===== src/rtl/control_unit.sv =====
// control_unit: multicycle FSM sequencing datapath control for add/sub/and/addi/lw/sw/beq/j plus exceptions
module control_unit (
  input  logic       clk,
  input  logic       reset,
  input  logic [5:0] opcode,
  input  logic [5:0] funct,
  input  logic       Zero,
  input  logic       Overflow,
  output logic       PC_write,
  output logic       A_write,
  output logic       B_write,
  output logic       EPC_write,
  output logic       IRWrite,
  output logic       RegWrite,
  output logic       MemWrite,
  output logic       IorD,
  output logic [1:0] PCSource,
  output logic       seletor_ulaA,
  output logic [1:0] seletor_ulaB,
  output logic [2:0] Seletor,
  output logic [2:0] RegDst,
  output logic [3:0] MemtoReg,
  output logic       SrctoMem,
  output logic       HI_write,
  output logic       LO_write,
  output logic       FlagRegWrite,
  output logic [2:0] ShiftOP,
  output logic       SrInputSrc,
  output logic       SrNSrc,
  output logic [1:0] load_size,
  output logic [1:0] store_size,
  output logic [3:0] state_dbg
);
  typedef enum logic [3:0] {
    RESET, FETCH0, FETCH1, DECODE, R_EXEC, ADDI_EXEC, LW_REQ, LW_WAIT,
    LW_WB, SW_WR, BEQ_CMP, BEQ_TGT, JUMP, EXC
  } state_t;
  state_t state;
  logic   take;
  logic   r_ok, is_and;
  assign is_and = funct == 6'h24;
  assign r_ok   = funct == 6'h20 || funct == 6'h22 || is_and;
  always_ff @(posedge clk) begin
    if (reset) begin
      state <= RESET;
      take  <= 1'b0;
    end else begin
      if (state == BEQ_CMP) take <= Zero;
      case (state)
        RESET:     state <= FETCH0;
        FETCH0:    state <= FETCH1;
        FETCH1:    state <= DECODE;
        DECODE:    state <= opcode == 6'h00 ? (r_ok ? R_EXEC : EXC) :
                            opcode == 6'h08 ? ADDI_EXEC :
                            opcode == 6'h23 ? LW_REQ :
                            opcode == 6'h2B ? SW_WR :
                            opcode == 6'h04 ? BEQ_CMP :
                            opcode == 6'h02 ? JUMP : EXC;
        R_EXEC:    state <= (Overflow && !is_and) ? EXC : FETCH0;
        ADDI_EXEC: state <= Overflow ? EXC : FETCH0;
        LW_REQ:    state <= LW_WAIT;
        LW_WAIT:   state <= LW_WB;
        BEQ_CMP:   state <= BEQ_TGT;
        default:   state <= FETCH0;
      endcase
    end
  end
  assign state_dbg    = state;
  assign SrctoMem     = 1'b0;
  assign HI_write     = 1'b0;
  assign LO_write     = 1'b0;
  assign FlagRegWrite = 1'b0;
  assign ShiftOP      = 3'b000;
  assign SrInputSrc   = 1'b0;
  assign SrNSrc       = 1'b0;
  assign load_size    = 2'b00;
  assign store_size   = 2'b00;
  always_comb begin
    PC_write     = 1'b0;
    A_write      = 1'b0;
    B_write      = 1'b0;
    EPC_write    = 1'b0;
    IRWrite      = 1'b0;
    RegWrite     = 1'b0;
    MemWrite     = 1'b0;
    IorD         = 1'b0;
    PCSource     = 2'b00;
    seletor_ulaA = 1'b0;
    seletor_ulaB = 2'b00;
    Seletor      = 3'b000;
    RegDst       = 3'b000;
    MemtoReg     = 4'b0000;
    case (state)
      FETCH1: begin
        IRWrite      = 1'b1;
        seletor_ulaB = 2'b01;
        Seletor      = 3'b001;
        PC_write     = 1'b1;
      end
      DECODE: begin
        A_write = 1'b1;
        B_write = 1'b1;
      end
      R_EXEC: begin
        seletor_ulaA = 1'b1;
        Seletor      = funct == 6'h20 ? 3'b001 : funct == 6'h22 ? 3'b010 : 3'b011;
        RegDst       = 3'b001;
        RegWrite     = !(Overflow && !is_and);
      end
      ADDI_EXEC: begin
        seletor_ulaA = 1'b1;
        seletor_ulaB = 2'b10;
        Seletor      = 3'b001;
        RegWrite     = !Overflow;
      end
      LW_REQ, LW_WAIT, LW_WB, SW_WR: begin
        IorD         = 1'b1;
        seletor_ulaA = 1'b1;
        seletor_ulaB = 2'b10;
        Seletor      = 3'b001;
        MemtoReg     = state == LW_WB ? 4'b0001 : 4'b0000;
        RegWrite     = state == LW_WB;
        MemWrite     = state == SW_WR;
      end
      BEQ_CMP: begin
        seletor_ulaA = 1'b1;
        Seletor      = 3'b010;
      end
      BEQ_TGT: begin
        seletor_ulaB = 2'b11;
        Seletor      = 3'b001;
        PC_write     = take;
      end
      JUMP: begin
        PCSource = 2'b01;
        PC_write = 1'b1;
      end
      EXC: begin
        seletor_ulaB = 2'b01;
        Seletor      = 3'b010;
        EPC_write    = 1'b1;
        PCSource     = 2'b10;
        PC_write     = 1'b1;
      end
      default: ;
    endcase
  end
endmodule


===== config.mk =====
export PLATFORM = sky130hd
export DESIGN_NAME = control_unit
export DESIGN_NICKNAME = d
export VERILOG_FILES = /design/src/rtl/control_unit.sv
export SDC_FILE = /design/constraint.sdc
export NUM_CORES = 1
export LEC_CHECK = 0
export ABC_AREA = 1
export CAP_MARGIN = 20
export CORE_MARGIN = 4
export CORE_UTILIZATION = 30
export DETAILED_ROUTE_END_ITERATION = 8
export PLACE_DENSITY = 0.75
export SETUP_SLACK_MARGIN = 0.5
export SLEW_MARGIN = 25
export SYNTH_ARGS = -nofsm -noshare
export SYNTH_HDL_FRONTEND = slang
export SYNTH_SLANG_ARGS = --single-unit

===== constraint.sdc =====
create_clock -name clk -period 2.37 [get_ports clk]
set_clock_uncertainty 0.1 [all_clocks]
set_input_delay 0.3555 -clock clk [delete_from_list [all_inputs] [get_ports clk]]
set_output_delay 0.3555 -clock clk [all_outputs]
set_load 0.01 [all_outputs]

After elaboration in Yosys (flattened, before gate mapping)
Index checks and enable logic that the tools add are counted.
Word-level totals
  flip-flop bits (word level): 5
  input port bits: 16
  output and inout port bits: 40
Operators by class
  multiplexer cells: 26
  reduce and logical (&&, ||, !) cells: 14
  eq/ne operators: 21
Operator list (count)
  $pmux W4 S8: 1
  $eq A6 B6 Y1 const B: 5
  $eq A4 B4 Y1 const B: 6
  $mux W4: 6
  $eq A4 B3 Y1 const B: 4
  $reduce_or A7 Y1: 2
  $pmux W2 S3: 2
  $mux W1: 11
  $eq A4 B2 Y1 const B: 2
  $eq A6 B2 Y1 const B: 1
  $eq A6 B3 Y1 const B: 1
  $eq A6 B4 Y1 const B: 1
  $logic_not A6 Y1: 1
  $mux W3: 2
  $reduce_or A5 Y1: 1
  $eq A4 B1 Y1 const B: 1
  $pmux W2 S2: 1
  $reduce_or A2 Y1: 2
  $reduce_or A4 Y1: 1
  $logic_not A1 Y1: 3
  $pmux W1 S3: 1
  $reduce_or A3 Y1: 1
  $logic_or A1 B1 Y1: 2
  $mux W2: 1
  other kinds (2): 2

Logic depth before layout (Yosys ltp)
Gate-level depths: netlist (run 1).
  word-level depth: 8
  gate-level depth with buffers: 9
  gate-level depth less buffers: 9

Worst setup path after synthesis (run 1)
Ideal clock, no wire load.
  path kind: register to output
  start: register state[0] (netlist: state_dbg[0])
  end: output port seletor_ulaB[0]
  setup slack: 765 ps
  cell stages (with the launch flop): 7
  arrival: 1149 ps
  cell sequence: dfxtp_1 > inv_2 > nor2_1 > inv_1 > nor3_2 > nor2_1 > o21ai_0
Between the ends
  word-level cells in the longest chain between the ends: 3
RTL lines
  start, declared: line 38  | state_t state;
  start signal, assigned: line 53  | DECODE: state <= opcode == 6'h00 ? (r_ok ? R_EXEC : EXC) :
  start signal, assigned: line 59  | R_EXEC: state <= (Overflow && !is_and) ? EXC : FETCH0;
  start signal, assigned: line 60  | ADDI_EXEC: state <= Overflow ? EXC : FETCH0;
  $eq A4 B4 Y1 (tied with other cells): line 93  | case (state)
  $reduce_or A5 Y1 (no source line) / $reduce_or A2 Y1 (equally long branches)
  $pmux W2 S3 (*): line 93
  end, declared: line 19  | output logic [1:0] seletor_ulaB,
Mark *: on every way between the ends. The rest lies on a longest branch, timed or not.

Worst setup path in the final report (run 1)
  start: register state[3] (netlist: state_dbg[3])
  end: output port PCSource[1]
Between the ends
  word-level cells in the longest chain between the ends: 2
RTL lines
  $eq A4 B4 Y1: line 93
  $pmux W2 S2 (*): line 93
  end, declared: line 17  | output logic [1:0] PCSource,
Marks and branches as above.

==> impl_metrics.json, run 1 <==
{
  "whs_ns": 0.3969,
  "finalHoldViolations": 0,
  "grt_pass1_vias": 806,
  "crit_fanout": 6,
  "holdBufCountCts": 0,
  "post-route-drc-count": 0,
  "wirelength_um": 2133,
  "diodes": 0,
  "period_minus_slack_ns": 1.857,
  "core_sq_um": 2297,
  "via_count": 927,
  "dieHeight_um": 58.07,
  "post-route-period-util_pct": 78.36,
  "die_area_sq_um": 3372,
  "setup_viol": 0,
  "cts.sinks": 5,
  "grtUsageTotal_pct": 11.41,
  "post-dp-hpwl_um": 1735,
  "nets": 198,
  "final_cell_mix": "nand2_1, conb_1, inv_1",
  "synthCells": 136,
  "rsz0062_at_grt": "yes",
  "wl_per_cell_um": 10.21,
  "clkLatencyLatePin_ns": 0.24,
  "timing.final.ws_setup_ns": 0.5129,
  "ys_types": 21,
  "htreeDepth": 1,
  "dp_slack_ns": -0.01778,
  "postSynthAreaPerCell_sq_um": 5.529,
  "grt_overflow": 0,
  "row_count": 17,
  "cts_tree": "built",
  "worst-setup-path-type": "register to primary output",
  "startpoint_type": "register",
  "slew_violations": 0,
  "hp-class": "register to register",
  "syn-cell-area_sq_um": 752.0,
  "synthSimpleGateAreaFrac_pct": 41.76,
  "cts-root-buf": "clkbuf_4",
  "synth_top_family_by_area": "simple AND/OR/NAND/NOR gates",
  "areaGrowthSynthToFinish_pct": 56.07,
  "synth_adder_area_share_pct": 0,
  "synth_seq_cells": 5,
  "antenna_found_initial": 0,
  "synth_xor_area_share_pct": 0,
  "via_per_inst": 4.435,
  "io_buffer_count": 36,
  "final_common_cell": "nand2_1",
  "maxCapViolCount": 0,
  "cts_buffers": 3,
  "ios": 56,
  "layout-drive-gt1-share_pct": 24.86,
  "grt_max_degree": 7,
  "ir_worst_vdd_v": 0.0001942,
  "crit_path_end_kind": "primary output",
  "yosysSeqAreaShare_pct": 13.31,
  "synth_compound_area_share_pct": 11.48,
  "gp_congestion": 0.8078,
  "clk_pin_slew_ns": 0.04,
  "leakagePower_uw": 0.0006717,
  "crit_required_ns": 1.91,
  "drt-initial-drc-count": 31,
  "start_util_pct": 32.73,
  "powerDensity_nw_per_um2": 367.5,
  "clock_path_buffers": 2,
  "timing.fmax_mhz": 538.5,
  "status": "finished clean",
  "synthMuxAreaShare_pct": 0,
  "yosysWarnings": 0,
  "tns_ns": 0,
  "crit_arrival_ns": 1.40,
  "die_w_um": 58.07,
  "grt_pass1_wl_um": 3125,
  "ant_nets": 0,
  "dr.pass1.iters": 4
}
## report_power, final
group	internal [uW]	total [uW]	switching [uW]
combinational	96.2	226	129
clock	63.5	95.9	32.4
sequential	94.2	110	15.6
## cells in the mapped netlist
| master | count | area, sq um |
|---|---|---|
| nor3_1 | 1 | 5.000 |
| nor2_1 | 22 | 82.58 |
| nand2_2 | 2 | 12.51 |
| buf_4 | 21 | 157.7 |
| nor2_4 | 1 | 11.26 |
| inv_1 | 20 | 75.07 |
| a211oi_1 | 1 | 7.510 |
| nand3_1 | 15 | 75.07 |
| o21ai_0 | 6 | 30.03 |
| o21ai_1 | 1 | 5.000 |
| nor3_2 | 1 | 10.01 |
| nand3b_1 | 1 | 7.510 |
| nand2_1 | 21 | 78.83 |
| o211ai_1 | 1 | 7.510 |
| nand4_1 | 1 | 6.260 |
| a21oi_1 | 6 | 30.03 |
| conb_1 | 1 | 3.750 |
| a31oi_1 | 1 | 6.260 |
| nor2_2 | 4 | 25.02 |
| dfxtp_1 | 5 | 100.1 |
| inv_2 | 4 | 15.01 |
## flip-flops by register name, summed over array words and instances, names as in the netlist
| register | flops |
|---|---|
| take | 1 |
| state_dbg | 4 |
## layout make-up
cell class              instances  area, sq um
fillers                       228         1124
multi-input cells             104        529.3
repair buffers                 44        380.4
flip-flops and latches          5        107.6
inverters                      24        95.09
well taps                      28        35.03
clock buffers                   4        26.28
## metal layers
layer,global-route usage (%),wire (um),part of all wire [%],up-vias
met3,1.782,225,11,2
li1,-,-,-,479
met2,22.90,1172,55,40
met1,11.61,718,34,406
met5,0,0,0,-
met4,3.974,16,0.75,0
## cell families after synthesis
group / count (synthesis)
AOI/OAI and AO/OA: 16
buffers and inverters: 45
DFF: 5
other: 1
and+or+nand+nor: 69
## metrics by stage
step	instance area, sq um	std cells	util [%]	total power (uW)
final	1174	209	51.09	431.3
after global routing	1174	209	51.09	460.1
after CTS	1134	206	49.35	418.9
after detailed placement	1057	197	46.02	321.4
after global placement	1057	197	46.02	318.2
after floorplan	819.5	154	-	238.1
## worst max-delay path, cell delays in order (launching register included)
cell	delay, ns
dfxtp_2	0.37
inv_4	0.07
buf_4	0.14
nor3_4	0.21
buf_4	0.13
dlygate4sd2_1	0.25
## worst paths after layout
path         cells past startpoint          from  slack (ns)      endpoint
min reg2reg                      2          take        0.40          take
max reg2reg                      8  state_dbg[2]        0.99  state_dbg[2]
min                              2          take        0.40          take
max                              5  state_dbg[3]        0.51   PCSource[1]
## timing repair
action | CTS | global route
pin swaps | 9 | 2
gates resized for setup | 52 | 16
buffers inserted | 5 | 3
endpoints found under the setup margin | 17 | 8
No activity file was read; power rests on OpenSTA's default activity.
==> run 2: changes to the inputs <==
==> constraint.sdc (replaced) <==
create_clock -name clk -period 1.8 [get_ports clk]
set_clock_uncertainty 0.1 [all_clocks]
set_input_delay 0.27 -clock clk [delete_from_list [all_inputs] [get_ports clk]]
set_output_delay 0.27 -clock clk [all_outputs]
set_load 0.01 [all_outputs]
==> run 2 against run 1 <==
  * Via count increased by 13%
  * Hold slack gained 0.020 ns
  * Clock power up 33%
  * Global-route usage is 3.7 points higher
  * Register-to-register slack got worse by 0.61 ns
  * Largest power group unchanged
==> impl_metrics.json, run 2 (same netlist as run 1, synthesis figures left out) <==
{
  "status": "finished clean",
  "reg2reg_slack_ns": 0.38,
  "final_cell_mix": "conb_1, buf_4, buf_6",
  "clkPwrFrac_pct": 17.9,
  "crit_path_end_kind": "primary output",
  "crit_fanout": 4,
  "antenna_found_initial": 0,
  "timing.fmax_mhz": 575.9,
  "wirelength_um": 2704,
  "holdBufCountCts": 0,
  "maxCapViolCount": 0,
  "cts_buffers": 3,
  "nets": 218,
  "powerDensity_nw_per_um2": 474.5,
  "period_minus_slack_ns": 1.736,
  "row_count": 17,
  "grt_max_degree": 7,
  "gp_congestion": 0.8276,
  "core_sq_um": 2297,
  "cts.sinks": 5,
  "seqPwrFrac_pct": 20.6,
  "crit_arrival_ns": 1.37,
  "wl_per_cell_um": 11.81,
  "leakagePower_uw": 0.0008471,
  "grt_pass1_wl_um": 4057,
  "fin_util_pct": 65.85,
  "htreeDepth": 1,
  "drt-initial-drc-count": 26,
  "grt_overflow": 0,
  "ios": 56,
  "post-route-period-util_pct": 96.47,
  "crit_end": "PC_write",
  "nFillCells": 203,
  "p_int_uw": 414.5,
  "startpoint_type": "register",
  "areaGrowthSynthToFinish_pct": 101.2,
  "power_switching_uw": 303.3,
  "slew_violations": 0,
  "swShare_pct": 42.26,
  "worst_r2r_path_depth": 11,
  "via_per_inst": 4.585,
  "post-dp-hpwl_um": 1837,
  "setup_viol": 0,
  "rsz0062_at_grt": "yes",
  "dr.pass1.iters": 4,
  "finalInstanceArea_sq_um": 1513,
  "io_buffer_count": 36,
  "clkLatencyLatePin_ns": 0.24,
  "crit_required_ns": 1.43,
  "via_count": 1050,
  "ant_nets": 0,
  "ir_worst_vdd_v": 0.0004263,
  "hp-class": "input port to register",
  "layout-drive-gt1-share_pct": 52.24,
  "dpl_cell_area_sq_um": 1224,
  "clock_path_buffers": 2,
  "share_comb_of_total_power_pct": 61.5,
  "r2r-start": "state_dbg[0]",
  "cts-root-buf": "clkbuf_4",
  "finalHoldViolations": 0,
  "diodes": 0,
  "clk_pin_slew_ns": 0.04,
  "die_area_sq_um": 3372,
  "die_w_um": 58.07,
  "cts_tree": "built",
  "dieHeight_um": 58.07,
  "grt_pass1_vias": 984,
  "post-route-drc-count": 0,
  "crit_path_start": "state_dbg[0]",
  "r2r-end": "state_dbg[3]",
  "largest_reg_flops": 4,
  "worst-setup-path-type": "register to primary output",
  "start_util_pct": 32.73,
  "grtUsageTotal_pct": 15.10
}
[run 2: changes by cell type in the layout (fill, tap and decap cells not counted), moves of 6 or more]
cell,delta
dlygate4sd2_1,-9
nand2_1,-6
clkdlybuf4s50_1,-8
nor2_1,-7
buf_4,+12
buf_6,+17
[run 2: critical path, cell delays in order, from the launching register on]
cell,delay (ns)
dfxtp_4,0.38
inv_6,0.05
nor2_4,0.10
inv_2,0.06
nor3_4,0.14
buf_6,0.14
nor2_4,0.04
nand3b_1,0.08
buf_2,0.14
[run 2: routing by layer]
metal  GRT usage (%)  vias to the layer above  share of wire, %
met5               0                        -                 0
met3           2.004                        4               8.7
li1                -                      518                 -
met2           31.13                       52                56
met4           3.974                        0               1.1
met1           15.44                      476                34
[run 2: power groups by stage]
| stage | sequential [uW] | combinational, uW | clock, uW |
|---|---|---|---|
| after detailed placement | 142 | 351 | 0 |
| after global placement | 142 | 346 | 0 |
| after floorplan | 146 | 206 | 0 |
| after CTS | 144 | 387 | 133 |
| final | 148 | 442 | 128 |
| after global routing | 150 | 477 | 140 |
[run 2: layout make-up]
| type | instances | area, sq um | share of cell area, % |
|---|---|---|---|
| Clock buffer | 4 | 26.28 | 1.737 |
| Inverter | 24 | 115.1 | 7.610 |
| Multi-Input combinational cell | 104 | 656.9 | 43.42 |
| Sequential cell | 5 | 115.1 | 7.610 |
| Tap cell | 28 | 35.03 | 2.316 |
| Timing Repair Buffer | 64 | 564.3 | 37.30 |
[run 2: worst min path at each step]
stage / startpoint / endpoint / slack (ns) / depth (start not counted)
floorplan: reset / state_dbg[0] / 0.23 / 1
global placement: take / take / 0.37 / 2
detailed placement: take / take / 0.39 / 2
CTS: take / take / 0.40 / 2
global route: take / take / 0.44 / 2
finish: funct[1] / state_dbg[2] / 0.42 / 7
[run 2: metrics by stage]
stage / hold slack, ns / std cells / setup TNS [ns] / power [uW] / setup slack (ns)
finish: 0.4166 / 229 / 0 / 717.7 / 0.06358
global route: 0.4409 / 229 / -0.004185 / 768.0 / -0.004185
CTS: 0.4023 / 226 / 0 / 664.7 / 0.09816
detailed placement: 0.3905 / 209 / -1.265 / 493.2 / -0.4140
global placement: 0.3735 / 209 / -1.037 / 488.3 / -0.3694
floorplan: 0.2294 / 154 / 0 / 352.0 / 0.4251
[run 2: what timing repair did]
item,CTS,global route
endpoints found under the setup margin,24,23
buffers inserted,13,3
resized for setup,128,32
pin swaps,20,18
